**src/rtl/voting_tally_ctrl_pkg.sv**
```systemverilog
// ----------------------------------------------------------------------------
// voting_tally_ctrl_pkg
//   Shared definitions for the sequential voting tally controller.
//   CAND_W / VOTER_W : default candidate / voter index widths
//   NC / NV / TW     : candidate count, voter count, tally width
//   state_e          : controller state encoding
// ----------------------------------------------------------------------------
package voting_tally_ctrl_pkg;

  localparam int CAND_W  = 2;
  localparam int VOTER_W = 2;
  localparam int NC      = 2 ** CAND_W;
  localparam int NV      = 2 ** VOTER_W;
  localparam int TW      = VOTER_W + 1;

  typedef enum logic [1:0] {
    ST_IDLE    = 2'd0,
    ST_COLLECT = 2'd1,
    ST_SCAN    = 2'd2,
    ST_DONE    = 2'd3
  } state_e;

endpackage

```
**src/rtl/voting_tally_ctrl_tally_bank.sv**
```systemverilog
// ----------------------------------------------------------------------------
// tally_bank
//   2**N running counters of M+1 bits, one per candidate.
//   clk, rst_n : clock, asynchronous active-low reset
//   clr        : synchronous clear of every counter (wins over inc_en)
//   inc_en     : increment counter inc_idx this cycle
//   inc_idx    : counter to increment
//   rd_idx     : combinational read address (scan index)
//   rd_data    : value of counter rd_idx
// ----------------------------------------------------------------------------
module tally_bank
  import voting_tally_ctrl_pkg::*;
#(
  parameter int N = CAND_W,
  parameter int M = VOTER_W
) (
  input  logic         clk,
  input  logic         rst_n,
  input  logic         clr,
  input  logic         inc_en,
  input  logic [N-1:0] inc_idx,
  input  logic [N-1:0] rd_idx,
  output logic [M:0]   rd_data
);

  localparam int NCAND = 1 << N;

  logic [M:0] tally_q [NCAND];
  logic [M:0] tally_d [NCAND];

  // No saturation: each voter is counted once, so a counter tops out at 2**M.
  always_comb begin
    // NOTE: every always_comb output gets a default first so no path leaves it
    // unassigned, which would otherwise infer a latch.
    tally_d = tally_q;
    if (clr) begin
      for (int i = 0; i < NCAND; i++) tally_d[i] = '0;
    end else if (inc_en) begin
      tally_d[inc_idx] = tally_q[inc_idx] + (M+1)'(1);
    end
  end

  // NOTE: the counters are a handful of flops, not a RAM macro, so they take
  // the async reset like any other state; the abort-on-reset behaviour needs it.
  always_ff @(posedge clk or negedge rst_n) begin
    if (!rst_n) begin
      for (int i = 0; i < NCAND; i++) tally_q[i] <= '0;
    end else begin
      // NOTE: sequential state uses non-blocking assignments only, so every
      // flop samples the pre-edge values regardless of statement order.
      tally_q <= tally_d;
    end
  end

  assign rd_data = tally_q[rd_idx];

endmodule

```
**src/rtl/voting_tally_ctrl.sv**
```systemverilog
// ----------------------------------------------------------------------------
// voting_tally_ctrl
//   Collects one ballot per cycle over a valid/ready port, rejects repeat
//   voters, closes on request or when every voter has voted, then scans the
//   per-candidate tallies serially to find the winner (ties -> lowest index).
//   clk, rst_n     : clock, asynchronous active-low reset
//   start          : open a new poll (IDLE or DONE only)
//   close          : end collection early (COLLECT only)
//   vote_valid     : ballot present
//   vote_ready     : ballot accepted when high together with vote_valid
//   vote_voter     : voter id
//   vote_cand      : chosen candidate
//   dup_err        : registered one-cycle pulse after a repeat-voter handshake
//   busy           : high in COLLECT and SCAN
//   done           : high in DONE; winner / winner_count valid
//   winner         : winning candidate
//   winner_count   : tally of the winner
//   n_votes        : ballots counted in the current poll
// ----------------------------------------------------------------------------
module voting_tally_ctrl
  import voting_tally_ctrl_pkg::*;
#(
  parameter int N = CAND_W,
  parameter int M = VOTER_W
) (
  input  logic         clk,
  input  logic         rst_n,
  input  logic         start,
  input  logic         close,
  input  logic         vote_valid,
  output logic         vote_ready,
  input  logic [M-1:0] vote_voter,
  input  logic [N-1:0] vote_cand,
  output logic         dup_err,
  output logic         busy,
  output logic         done,
  output logic [N-1:0] winner,
  output logic [M:0]   winner_count,
  output logic [M:0]   n_votes
);

  localparam int NCAND = 1 << N;
  localparam int NVOTE = 1 << M;

  localparam logic [N-1:0] LAST_IDX = N'(NCAND - 1);
  localparam logic [M:0]   ALL_VOTED = (M+1)'(NVOTE);

  state_e             state_q, state_d;
  logic [NVOTE-1:0]   bitmap_q, bitmap_d;
  logic [M:0]         n_votes_q, n_votes_d;
  logic [N-1:0]       winner_q, winner_d;
  logic [M:0]         winner_count_q, winner_count_d;
  logic [N-1:0]       scan_idx_q, scan_idx_d;
  logic [M:0]         max_q, max_d;
  logic [N-1:0]       best_q, best_d;
  logic               dup_err_q, dup_err_d;

  logic               bank_clr;
  logic               bank_inc;
  logic [N-1:0]       bank_inc_idx;
  logic [M:0]         bank_rd_data;

  logic [M:0]         cand_max;
  logic [N-1:0]       cand_best;
  logic [M:0]         n_votes_inc;

  tally_bank #(.N(N), .M(M)) u_tally_bank (
    .clk     (clk),
    .rst_n   (rst_n),
    .clr     (bank_clr),
    .inc_en  (bank_inc),
    .inc_idx (bank_inc_idx),
    .rd_idx  (scan_idx_q),
    .rd_data (bank_rd_data)
  );

  assign n_votes_inc = n_votes_q + (M+1)'(1);

  // Running max for the current scan step. Index 0 loads unconditionally;
  // later indices replace only on a strictly greater tally, so ties keep
  // the lower index.
  always_comb begin
    cand_max  = max_q;
    cand_best = best_q;
    if ((scan_idx_q == '0) || (bank_rd_data > max_q)) begin
      cand_max  = bank_rd_data;
      cand_best = scan_idx_q;
    end
  end

  always_comb begin
    state_d        = state_q;
    bitmap_d       = bitmap_q;
    n_votes_d      = n_votes_q;
    winner_d       = winner_q;
    winner_count_d = winner_count_q;
    scan_idx_d     = scan_idx_q;
    max_d          = max_q;
    best_d         = best_q;
    dup_err_d      = 1'b0;
    bank_clr       = 1'b0;
    bank_inc       = 1'b0;
    bank_inc_idx   = '0;

    case (state_q)
      ST_IDLE, ST_DONE: begin
        if (start) begin
          state_d        = ST_COLLECT;
          bank_clr       = 1'b1;
          bitmap_d       = '0;
          n_votes_d      = '0;
          winner_d       = '0;
          winner_count_d = '0;
          scan_idx_d     = '0;
        end
      end

      ST_COLLECT: begin
        // Voter/candidate fields are only looked at under vote_valid, so
        // undriven values between ballots never reach any state.
        if (vote_valid) begin
          if (!bitmap_q[vote_voter]) begin
            bank_inc               = 1'b1;
            bank_inc_idx           = vote_cand;
            bitmap_d[vote_voter]   = 1'b1;
            n_votes_d              = n_votes_inc;
            if (n_votes_inc == ALL_VOTED) state_d = ST_SCAN;
          end else begin
            dup_err_d = 1'b1;
          end
        end
        if (close) state_d = ST_SCAN;
        if (state_d == ST_SCAN) scan_idx_d = '0;
      end

      ST_SCAN: begin
        max_d  = cand_max;
        best_d = cand_best;
        if (scan_idx_q == LAST_IDX) begin
          winner_d       = cand_best;
          winner_count_d = cand_max;
          state_d        = ST_DONE;
        end else begin
          scan_idx_d = scan_idx_q + N'(1);
        end
      end

      default: state_d = ST_IDLE;
    endcase
  end

  always_ff @(posedge clk or negedge rst_n) begin
    if (!rst_n) begin
      state_q        <= ST_IDLE;
      bitmap_q       <= '0;
      n_votes_q      <= '0;
      winner_q       <= '0;
      winner_count_q <= '0;
      scan_idx_q     <= '0;
      max_q          <= '0;
      best_q         <= '0;
      dup_err_q      <= 1'b0;
    end else begin
      state_q        <= state_d;
      bitmap_q       <= bitmap_d;
      n_votes_q      <= n_votes_d;
      winner_q       <= winner_d;
      winner_count_q <= winner_count_d;
      scan_idx_q     <= scan_idx_d;
      max_q          <= max_d;
      best_q         <= best_d;
      dup_err_q      <= dup_err_d;
    end
  end

  assign vote_ready   = (state_q == ST_COLLECT);
  assign busy         = (state_q == ST_COLLECT) || (state_q == ST_SCAN);
  assign done         = (state_q == ST_DONE);
  assign dup_err      = dup_err_q;
  assign winner       = winner_q;
  assign winner_count = winner_count_q;
  assign n_votes      = n_votes_q;

endmodule

```
**config.mk**
```make
export PLATFORM = sky130hd
export DESIGN_NAME = voting_tally_ctrl
export DESIGN_NICKNAME = d
export VERILOG_FILES = /design/src/rtl/voting_tally_ctrl_pkg.sv /design/src/rtl/voting_tally_ctrl_tally_bank.sv /design/src/rtl/voting_tally_ctrl.sv
export SDC_FILE = /design/constraint.sdc
export NUM_CORES = 1
export LEC_CHECK = 0
export ABC_CLOCK_PERIOD_IN_PS = 3700
export BUFFER_PORTS_ARGS = -buffer_cell sky130_fd_sc_hd__buf_2
export CORE_MARGIN = 4
export CORE_UTILIZATION = 58
export CTS_CLUSTER_SIZE = 24
export DETAILED_ROUTE_END_ITERATION = 10
export PLACE_DENSITY = 0.79
export SYNTH_ARGS = -nofsm -noshare
export SYNTH_HDL_FRONTEND = slang
export SYNTH_SLANG_ARGS = --single-unit
export TNS_END_PERCENT = 100
```
**constraint.sdc**
```tcl
create_clock -name clk -period 3.7 [get_ports clk]
set_clock_uncertainty 0.05 [all_clocks]
set_input_delay 0.37 -clock clk [delete_from_list [all_inputs] [get_ports clk]]
set_output_delay 0.37 -clock clk [all_outputs]
set_load 0.05 [all_outputs]
```
* Word level (Yosys, flattened, before mapping) *
Cells that the tools add are included.

operators by class
  $add $sub $neg = 3
  multipliers = 0
  div/mod/pow operators = 0
  order comparisons = 6
  equality and inequality tests = 12
  shift-type cells = 0
  mux-type cells = 52
  bitwise logic cells = 3
  reduce and logical (&&, ||, !) cells = 14

operators by type and width
  operator               count
  $mux W2                15
  $mux W3                10
  $mux W12               2
  $bmux W3 S2            2
  $bwmux W12             1
  $mux W4                3
  $pmux W2 S3            2
  $pmux W3 S2            2
  $mux W1                10
  $ne A2 B2 Y1 const B   5
  $eq A2 B2 Y1 const B   4
  $pmux W4 S2            1
  $add A3 B1 Y3 const B  2
  $demux W3 S2           1
  $ge A3 B3 Y1 const B   2
  $not A2 Y3             2
  $reduce_and A3 Y1      2
  $reduce_bool A2 Y1     3
  $logic_not A2 Y1       2
  $or A4 B4 Y4           1
  $pmux W2 S2            1
  $reduce_and A4 Y1      1
  $eq A3 B3 Y1 const B   1
  $gt A3 B3 Y1           1
  12 further kinds       14

storage, ports and cells
  register bits = 34
  bits in latches = 0
  memory bits (writable) = 0
  ROM bits = 0
  output and inout bits = 12
  logic and storage cells = 103
  memories kept = 0

* Longest topological paths before layout *
Gate-level depths: netlist (run 1).

  depth after elaboration = 13
  mapped depth = 11
  mapped depth without buffers = 10

* Cells and area by module *
Synthesis (run 1) repeated with hierarchy kept, for this count alone.

second synthesis, totals
  cells, all modules = 187
  area, all modules = 2044.5 um^2

modules (own cells, without submodules)
  module             instances  cells each  area an instance (um^2)  sequential area each (um^2)
  voting_tally_ctrl  1          124         1260.0                   550.5
  tally_bank         1          63          784.5                    300.3

* Worst setup path before layout (run 1) *
No wires, ideal clock.

  kind = reg-to-reg
  start = reg scan_idx_q[0]
  end = reg best_q[0]
  setup time = 0.125 ns
  data arrival time = 2.654 ns
  data required time = 3.525 ns
  slack = 0.872 ns
  stages on the path, launching flop included = 10
  buffers on the path = 1
  path through = dfrtp_1 > clkbuf_1 > mux4_2 > ha_1 > nor2b_1 > o21ai_0 > nand2b_1 > a21oi_2 > nand2b_1 > mux2_2

between the ends
  cells in the longest elaborated chain, start to end = 7

ends and longest elaborated chain
  what                                         RTL line                            RTL
  start: declaration                           voting_tally_ctrl.sv:53             logic [N-1:0] scan_idx_q, scan_idx_d;
  start signal: assignment                     voting_tally_ctrl.sv:169            scan_idx_q <= scan_idx_d;
  $not A2 Y3 (not written as such)             voting_tally_ctrl_tally_bank.sv:55  assign rd_data = tally_q[rd_idx];
  $bmux W3 S2                                  voting_tally_ctrl_tally_bank.sv:55
  $mux W3 (not written as such) (2 in series)  voting_tally_ctrl_tally_bank.sv:55
  $gt A3 B3 Y1                                 voting_tally_ctrl.sv:85             if ((scan_idx_q == '0) || (bank_rd_data > max_q)) begin
  $logic_or A1 B1 Y1                           voting_tally_ctrl.sv:85
  $mux W2 (*)                                  voting_tally_ctrl.sv:85
  end signal: assignment                       voting_tally_ctrl.sv:171            best_q <= best_d;
  end: declaration                             voting_tally_ctrl.sv:55             logic [N-1:0] best_q, best_d;

Mark *: on every way between the ends. The rest lies on a longest branch, timed or not. The select of a mux whose other input is x is not followed.
A chain may end at the register's enable or synchronous reset.

* Worst setup path after layout (run 1) *
  start = reg scan_idx_q[0]
  end = reg max_q[2]

between the ends
  cells in the longest elaborated chain, start to end = 7

ends and longest elaborated chain
  what                                         RTL line                            RTL
  $not A2 Y3 (not written as such)             voting_tally_ctrl_tally_bank.sv:55
  $bmux W3 S2                                  voting_tally_ctrl_tally_bank.sv:55
  $mux W3 (not written as such) (2 in series)  voting_tally_ctrl_tally_bank.sv:55
  $gt A3 B3 Y1                                 voting_tally_ctrl.sv:85
  $logic_or A1 B1 Y1                           voting_tally_ctrl.sv:85
  $mux W3 (*)                                  voting_tally_ctrl.sv:85
  end signal: assignment                       voting_tally_ctrl.sv:170            max_q <= max_d;
  end: declaration                             voting_tally_ctrl.sv:54             logic [M:0] max_q, max_d;

Marks and branches as above.

==> results of run 1 <==
per-layer routing:
metal	vias up	part of all wire, %	track usage (%)
li1	719	-	-
met1	717	41	25.1
met2	45	52	36.7
met3	7	5.5	5.95
met4	0	1.3	7.36
met5	-	0	0
power by group through the flow:
stage,logic [uW],clock network (uW),registers (uW)
6_report,755,218,554
3_5_place_dp,753,0,561
3_3_place_gp,713,0,552
4_1_cts,756,222,553
5_1_grt,836,239,569
2_1_floorplan,547,0,592
cells in the final DEF (no fill, tap or decap), types with 2 or more instances in the layout:
master / n
a21oi_1: 8
and3_1: 2
buf_2: 20
clkbuf_4: 5
dfrtp_1: 34
ha_1: 11
inv_1: 12
mux2_2: 7
mux2i_1: 14
mux4_2: 3
nand2_1: 21
nand2b_1: 6
nand3_1: 6
nor2_1: 25
nor2b_1: 2
o21ai_0: 12
o22ai_1: 2
o31ai_1: 2
xor2_1: 3
final timing paths:
path | end | slack (ps) | cells past startpoint | startpoint
worst min register to register | winner[1] | 430 | 2 | winner[1]
max in group asynchronous | u_tally_bank.tally_q[2] | 3070 | 1 | rst_n
min in group clk | dup_err | 230 | 3 | vote_valid
worst max-delay path | max_q[2] | 720 | 8 | scan_idx_q[0]
worst min-delay path | n_votes[2] | 30 | 1 | rst_n
worst max register to register | max_q[2] | 720 | 8 | scan_idx_q[0]
worst max-delay path: cells and delay by family, from the launching register on:
family / cells / cell delay (ps)
multiplexers: 2 / 950
adder cells (fa/ha/maj): 1 / 310
AND/OR/NAND/NOR: 3 / 540
AO/OA/AOI/OAI: 2 / 480
flip-flops: 1 / 540
layout make-up:
class	instances	area [um2]
clock buffers	7	55.1
clock inverters	1	5.00
fillers	248	987
inverters	12	45.0
multi-input cells	144	1030
flip-flops and latches	34	851
well taps	44	55.1
repair buffers	20	100
cell families (layout without fill, tap and decap cells):
logic type	after synthesis	after routing	share of synthesized area (%)
AO/OA/AOI/OAI	37	37	13.1
flip-flops	34	34	43.6
AND/OR/NAND/NOR	67	67	15.3
XOR/XNOR	5	5	2.63
adder cells (fa/ha/maj)	11	11	7.06
buffers and inverters	18	40	3.59
multiplexers	24	24	14.7
flip-flops by register name, summed over array words and instances (netlist names):
name,count
scan_idx_q,2
best_q,2
dup_err,1
winner_count,3
bitmap_q,4
winner,2
u_tally_bank.tally_q,12
max_q,3
n_votes,3
state_q,2
stage by stage:
step | util, % | hold slack, ps | cell area (um2) | std cells
final | 68.4 | 27.0 | 2140 | 262
after global routing | 68.4 | 87.7 | 2140 | 262
after CTS | 68.4 | 52.2 | 2140 | 262
after detailed placement | 66.5 | 421 | 2080 | 254
after global placement | 66.5 | 405 | 2080 | 254
after floorplan | - | 24.4 | 1950 | 196
==> metrics.log, run 1 <==
INFO  metric max_clock_freq = 335 MHz
INFO  metric period_minus_slack = roughly 3000 ps
INFO  metric design.core.area = between 3000 and 4000 um2
INFO  metric starting_density_of_the_core = roughly 62%
INFO  metric drv.max_cap_violation_count = 0
INFO  metric grt_overflow = 0
INFO  metric post_cts_clock_slew_at_the_launch_and_capture_registers_of_the_worst_setup_and_hold_paths = about 110 ps
INFO  metric clock_tree_from_tritoncts = built
INFO  metric first_pass_grt_wire_length = between 6 and 7 mm
INFO  metric netlist.area_leader.share = approximately 44%
INFO  metric num_vias = between 1000 and 1500
INFO  metric post_route_cells_drive_above_1_share = slightly above 20%
INFO  metric postCtsSetupBuffers = 0
INFO  metric path_common_cell = nand2b_1
INFO  metric relSlewSlack = 49.4%
INFO  metric grt_antenna_before_repair = 0
INFO  metric setup.worst_path.start_class = register
INFO  metric crit_fanout = 7
INFO  metric crit_path_max_incr_delay = between 500 and 600 ps
INFO  metric power_density = 713 nW/um2
INFO  metric route.detailed.drc = 0
INFO  metric track_usage = roughly a fifth
INFO  metric wire_per_inst = roughly 15 um
INFO  metric yosysWarnings = 0
INFO  metric drt_wl_total = 3.93 mm
INFO  metric design_power_total = 1530 uW
INFO  metric hpwlAfterDp = about 3.0 mm
INFO  metric mapped_nets = roughly 220
INFO  metric setup_viol = 0
INFO  metric post_synth_inst_count = between 150 and 200
INFO  metric antennaDiodeCount = 0
INFO  metric p_int = a little over 800 uW
INFO  metric p_clk_share = roughly 14%
INFO  metric nNetsFinal = about 240
INFO  metric cts_inserted_buffers = 5
INFO  metric timing_worst_slew_pin_value = roughly 760 ps
INFO  metric antenna_left = 0
INFO  metric outcome = complete, no violations
INFO  metric globalplace.congestion = roughly 0.8
INFO  metric largest_net_degree_at_the_start_of_global_routing = 35
INFO  metric arrival = between 3000 and 4000 ps
INFO  metric cp_slowest_cell = mux4_2
INFO  metric vias_per_cell = 5.68
INFO  metric worst_setup_path_end_kind = register
INFO  metric synth.cells.most_frequent = dfrtp_1 (34), nor2_1 (25), nand2_1 (21), mux2i_1 (14)
INFO  metric final.period_utilization = 80.7%
INFO  metric drt_pre_antenna_iters = 4
INFO  metric netSwitchingFraction = a little under half
INFO  metric synth_cell_types = 39
INFO  metric synthTopCellsByArea = dfrtp_1 (44%), mux2i_1 (7.2%), ha_1 (7.1%)
INFO  metric syn-cell-area = between 1500 and 2000 um2
INFO  metric dr.first_iter.drc_count = 115
INFO  metric critical_path_required = 3880 ps
INFO  metric buffer_ports.inserted = 20
INFO  metric fp.dieW = ~66 um
INFO  metric timing.final.ws_setup = between 700 and 800 ps
INFO  metric placementRows = 20
INFO  metric post_cts_resize_count = 0
INFO  metric postSynthAreaPerCell = roughly 10 um2
INFO  metric setup_total_negative_slack = 0 ps
INFO  metric synth_enable_flop_cells = 0
INFO  metric finalHoldViolations = 0
INFO  metric hold_path.class = in2async
INFO  metric yosysTopAreaCell = dfrtp_1
INFO  metric path_class = reg2reg
INFO  metric io_pins = 21
INFO  metric die_area = roughly 4400 um2
INFO  metric synth_seq_cells = 34
INFO  metric rsz0062_at_grt = false
INFO  metric peakVddDrop = 0.396 mV
INFO  metric number_of_global_route_vias_before_repair = around 1500
INFO  metric synth-seq-area-share = between 40% and 50%
INFO  metric cts.path.max_buffers = 2
INFO  metric floorplan.die.height = between 60 and 70 um
INFO  metric slew_violations = 0
INFO  metric postSynth.topFlopCell = dfrtp_1
INFO  metric hold_buffers = 0
INFO  metric clock_sinks = 34
INFO  metric combPwrFrac = between 40% and 50%
INFO  metric synthToLayoutAreaGrowth = 9.75%
INFO  metric yosys.cell_count.top_type = dfrtp_1
INFO  metric master_cell_of_the_clock_root_buffer = clkbuf_4
INFO  metric h-tree-depth = 2
INFO  metric place_ws = about 730 ps
INFO  metric power_frac_seq = a little over a third
INFO  metric async_reset_ff_share = 100%
INFO  metric cp_cell_sequence = mux4_2 > ha_1 > nor2b_1 > o21ai_0 > nand2b_1 > a21oi_2 > nand2b_1 > mux2_2
INFO  metric total_leakage_power = around 0.0010 uW
INFO  metric clkLatencyLatePin = roughly 340 ps
INFO  metric power_switching = roughly 710 uW
No activity file was read; power rests on OpenSTA's default activity.
==> inputs of run 2 (changes only) <==
--- a/config.mk
+++ b/config.mk
@@ -5,7 +5,7 @@
 export SDC_FILE = /design/constraint.sdc
 export NUM_CORES = 1
 export LEC_CHECK = 0
-export ABC_CLOCK_PERIOD_IN_PS = 3700
+export ABC_CLOCK_PERIOD_IN_PS = 2920
 export BUFFER_PORTS_ARGS = -buffer_cell sky130_fd_sc_hd__buf_2
 export CORE_MARGIN = 4
 export CORE_UTILIZATION = 58
==> constraint.sdc (replaced) <==
create_clock -name clk -period 2.92 [get_ports clk]
set_clock_uncertainty 0.05 [all_clocks]
set_input_delay 0.292 -clock clk [delete_from_list [all_inputs] [get_ports clk]]
set_output_delay 0.292 -clock clk [all_outputs]
set_load 0.05 [all_outputs]
==> run 2 against run 1 <==
Effect of this change: count of clock-buffer cells in the layout did not move; design area increased by 0.47%; register-to-register slack lost 510 ps; setup slack lost 510 ps; hold slack gained 140 ps; global-route usage fell by 1.1 points; combinational power is 29% higher; core utilization increased by 0.32 points; die area stayed put; non-clock buffer count increased by 3; largest power group unchanged.
==> metrics.log, run 2 (synthesis results as in run 1) <==
INFO  metric most_common_cell_after_layout_fill_and_taps_aside = dfrtp_1
INFO  metric cp_cell_sequence = mux4_2 > ha_1 > nor2b_1 > o21ai_0 > nand2b_1 > a21oi_2 > nand2b_1 > mux2_2
INFO  metric max_clock_freq = approximately 370 MHz
INFO  metric cts.path.max_buffers = 2
INFO  metric post_cts_resize_count = 0
INFO  metric route.detailed.drc = 0
INFO  metric drt_wl_total = a little under 4 mm
INFO  metric min_delay_path_depth = 3
INFO  metric power_frac_seq = 36.7%
INFO  metric final_cell_mix = dfrtp_1 (34), nor2_1 (25), nand2_1 (21)
INFO  metric cp-endpoint = max_q[0]
INFO  metric relSlewSlack = ~50%
INFO  metric worst-r2r-cell-count = 8
INFO  metric first_pass_grt_wire_length = roughly 6.6 mm
INFO  metric arrival = 2900 ps
INFO  metric largest_net_degree_at_the_start_of_global_routing = 35
INFO  metric peakVddDrop = about 0.53 mV
INFO  metric period_minus_slack = approximately 2700 ps
INFO  metric reg.largest.list = u_tally_bank.tally_q: 12 flops, bitmap_q: 4 flops
INFO  metric critical_path_required = slightly above 3000 ps
INFO  metric grt_antenna_before_repair = 0
INFO  metric track_usage = roughly 20%
INFO  metric hold_buffers = 1
INFO  metric path_class = reg2reg
INFO  metric finalHoldViolations = 0
INFO  metric nNetsFinal = 240
INFO  metric grt_overflow = 0
INFO  metric num_vias = roughly 1500
INFO  metric clkLatencyLatePin = 340 ps
INFO  metric io_pins = 21
INFO  metric buffer_ports.inserted = 20
INFO  metric flip_flop_count_of_the_largest_register_all_copies_and_words_added = 12
INFO  metric total_leakage_power = approximately 0.0010 uW
INFO  metric fp.dieW = 66.0 um
INFO  metric p_clk_share = around an eighth
INFO  metric placementRows = 20
INFO  metric numPlacedInstances = around 260
INFO  metric regToRegStartpoint = scan_idx_q[0]
INFO  metric hold_path.startpoint = vote_valid
INFO  metric wire_per_inst = between 10 and 15 um
INFO  metric setup_total_negative_slack = 0 ps
INFO  metric synthToLayoutAreaGrowth = 10.3%
INFO  metric number_of_global_route_vias_before_repair = approximately 1500
INFO  metric clock_tree_from_tritoncts = built
INFO  metric hpwlAfterDp = just under 3 mm
INFO  metric setup.worst_path.start_class = register
INFO  metric h-tree-depth = 2
INFO  metric post_route_cells_drive_above_1_share = around 20%
INFO  metric hold_path.class = in2reg
INFO  metric antennaDiodeCount = 0
INFO  metric registers.top_by_ff_count = u_tally_bank.tally_q
INFO  metric master_cell_of_the_clock_root_buffer = clkbuf_4
INFO  metric netSwitchingFraction = roughly 46%
INFO  metric outcome = complete, no violations
INFO  metric worst_setup_path_end_kind = register
INFO  metric crit_path_max_incr_delay = between 500 and 600 ps
INFO  metric globalplace.congestion = around 0.84
INFO  metric clock_sinks = 34
INFO  metric crit_fanout = 7
INFO  metric floorplan.die.height = 66.0 um
INFO  metric slew_violations = 0
INFO  metric power_density = around 890 nW/um2
INFO  metric launch_point_of_the_worst_path = scan_idx_q[0]
INFO  metric rsz0062_at_grt = false
INFO  metric power_switching = around 900 uW
INFO  metric antenna_left = 0
INFO  metric drv.max_cap_violation_count = 0
INFO  metric die_area = approximately 4400 um2
INFO  metric design.core.area = around 3100 um2
INFO  metric path_common_cell = nand2b_1
INFO  metric p_int = about 1000 uW
INFO  metric cp_slowest_cell = mux4_2
INFO  metric vias_per_cell = between 5 and 6
INFO  metric r2r-end = max_q[0]
INFO  metric combPwrFrac = about half
INFO  metric postCtsSetupBuffers = 0
INFO  metric r2r_setup_slack = 200 ps
INFO  metric cts_inserted_buffers = 5
INFO  metric starting_density_of_the_core = 62.4%
INFO  metric drt_pre_antenna_iters = 4
INFO  metric timing_worst_slew_pin_value = about 740 ps
INFO  metric setup_viol = 0
INFO  metric final.period_utilization = between 90 and 100%
INFO  metric post_cts_clock_slew_at_the_launch_and_capture_registers_of_the_worst_setup_and_hold_paths = approximately 100 ps
INFO  metric dr.first_iter.drc_count = 99
INFO  metric final_cells = between 200 and 300
run 2: power groups by stage:
stage                     sequential, uW  clock, uW  combinational, uW
after global routing                 720        277               1070
after global placement               699          0                925
after CTS                            702        247                975
after detailed placement             712          0                971
final                                703        240                973
after floorplan                      750          0                693
run 2: routing by layer:
metal  routed length, um  track usage (%)
met1                1730             23.4
met2                1960             35.7
met3                 140             6.63
met4                  39             4.57
met5                   0                0
run 2: per-stage QoR:
step                util, %  setup slack (ps)  hold WS, ps  instance area, um2  total power [uW]
detailed placement     67.0               175          345                2100              1680
floorplan                 -              91.8        -53.6                1950              1440
finish                 68.8               200          170                2150              1920
global placement       67.0               346          338                2100              1620
CTS                    68.8               171          153                2150              1920
global route           68.8              24.3          141                2150              2070
run 2: worst min-delay path by stage:
stage / to / slack, ps
floorplan: best_q[0] / -50
global placement: dup_err / 340
detailed placement: dup_err / 350
CTS: dup_err / 150
global route: dup_err / 140
finish: dup_err / 170
run 2: layout make-up:
type | instances | area [um2]
clock buffer | 7 | 45.0
fill | 255 | 977
inverter | 12 | 45.0
multi-input combinational | 144 | 1030
sequential | 34 | 851
tap | 44 | 55.1
timing repair buffer | 23 | 125
run 2: critical path, delay by kind of cell, from the launching register on:
family	cells	cell delay, ps
simple gates	3	480
mux	2	960
flops	1	540
compound gates	2	290
fa+ha+maj	1	300
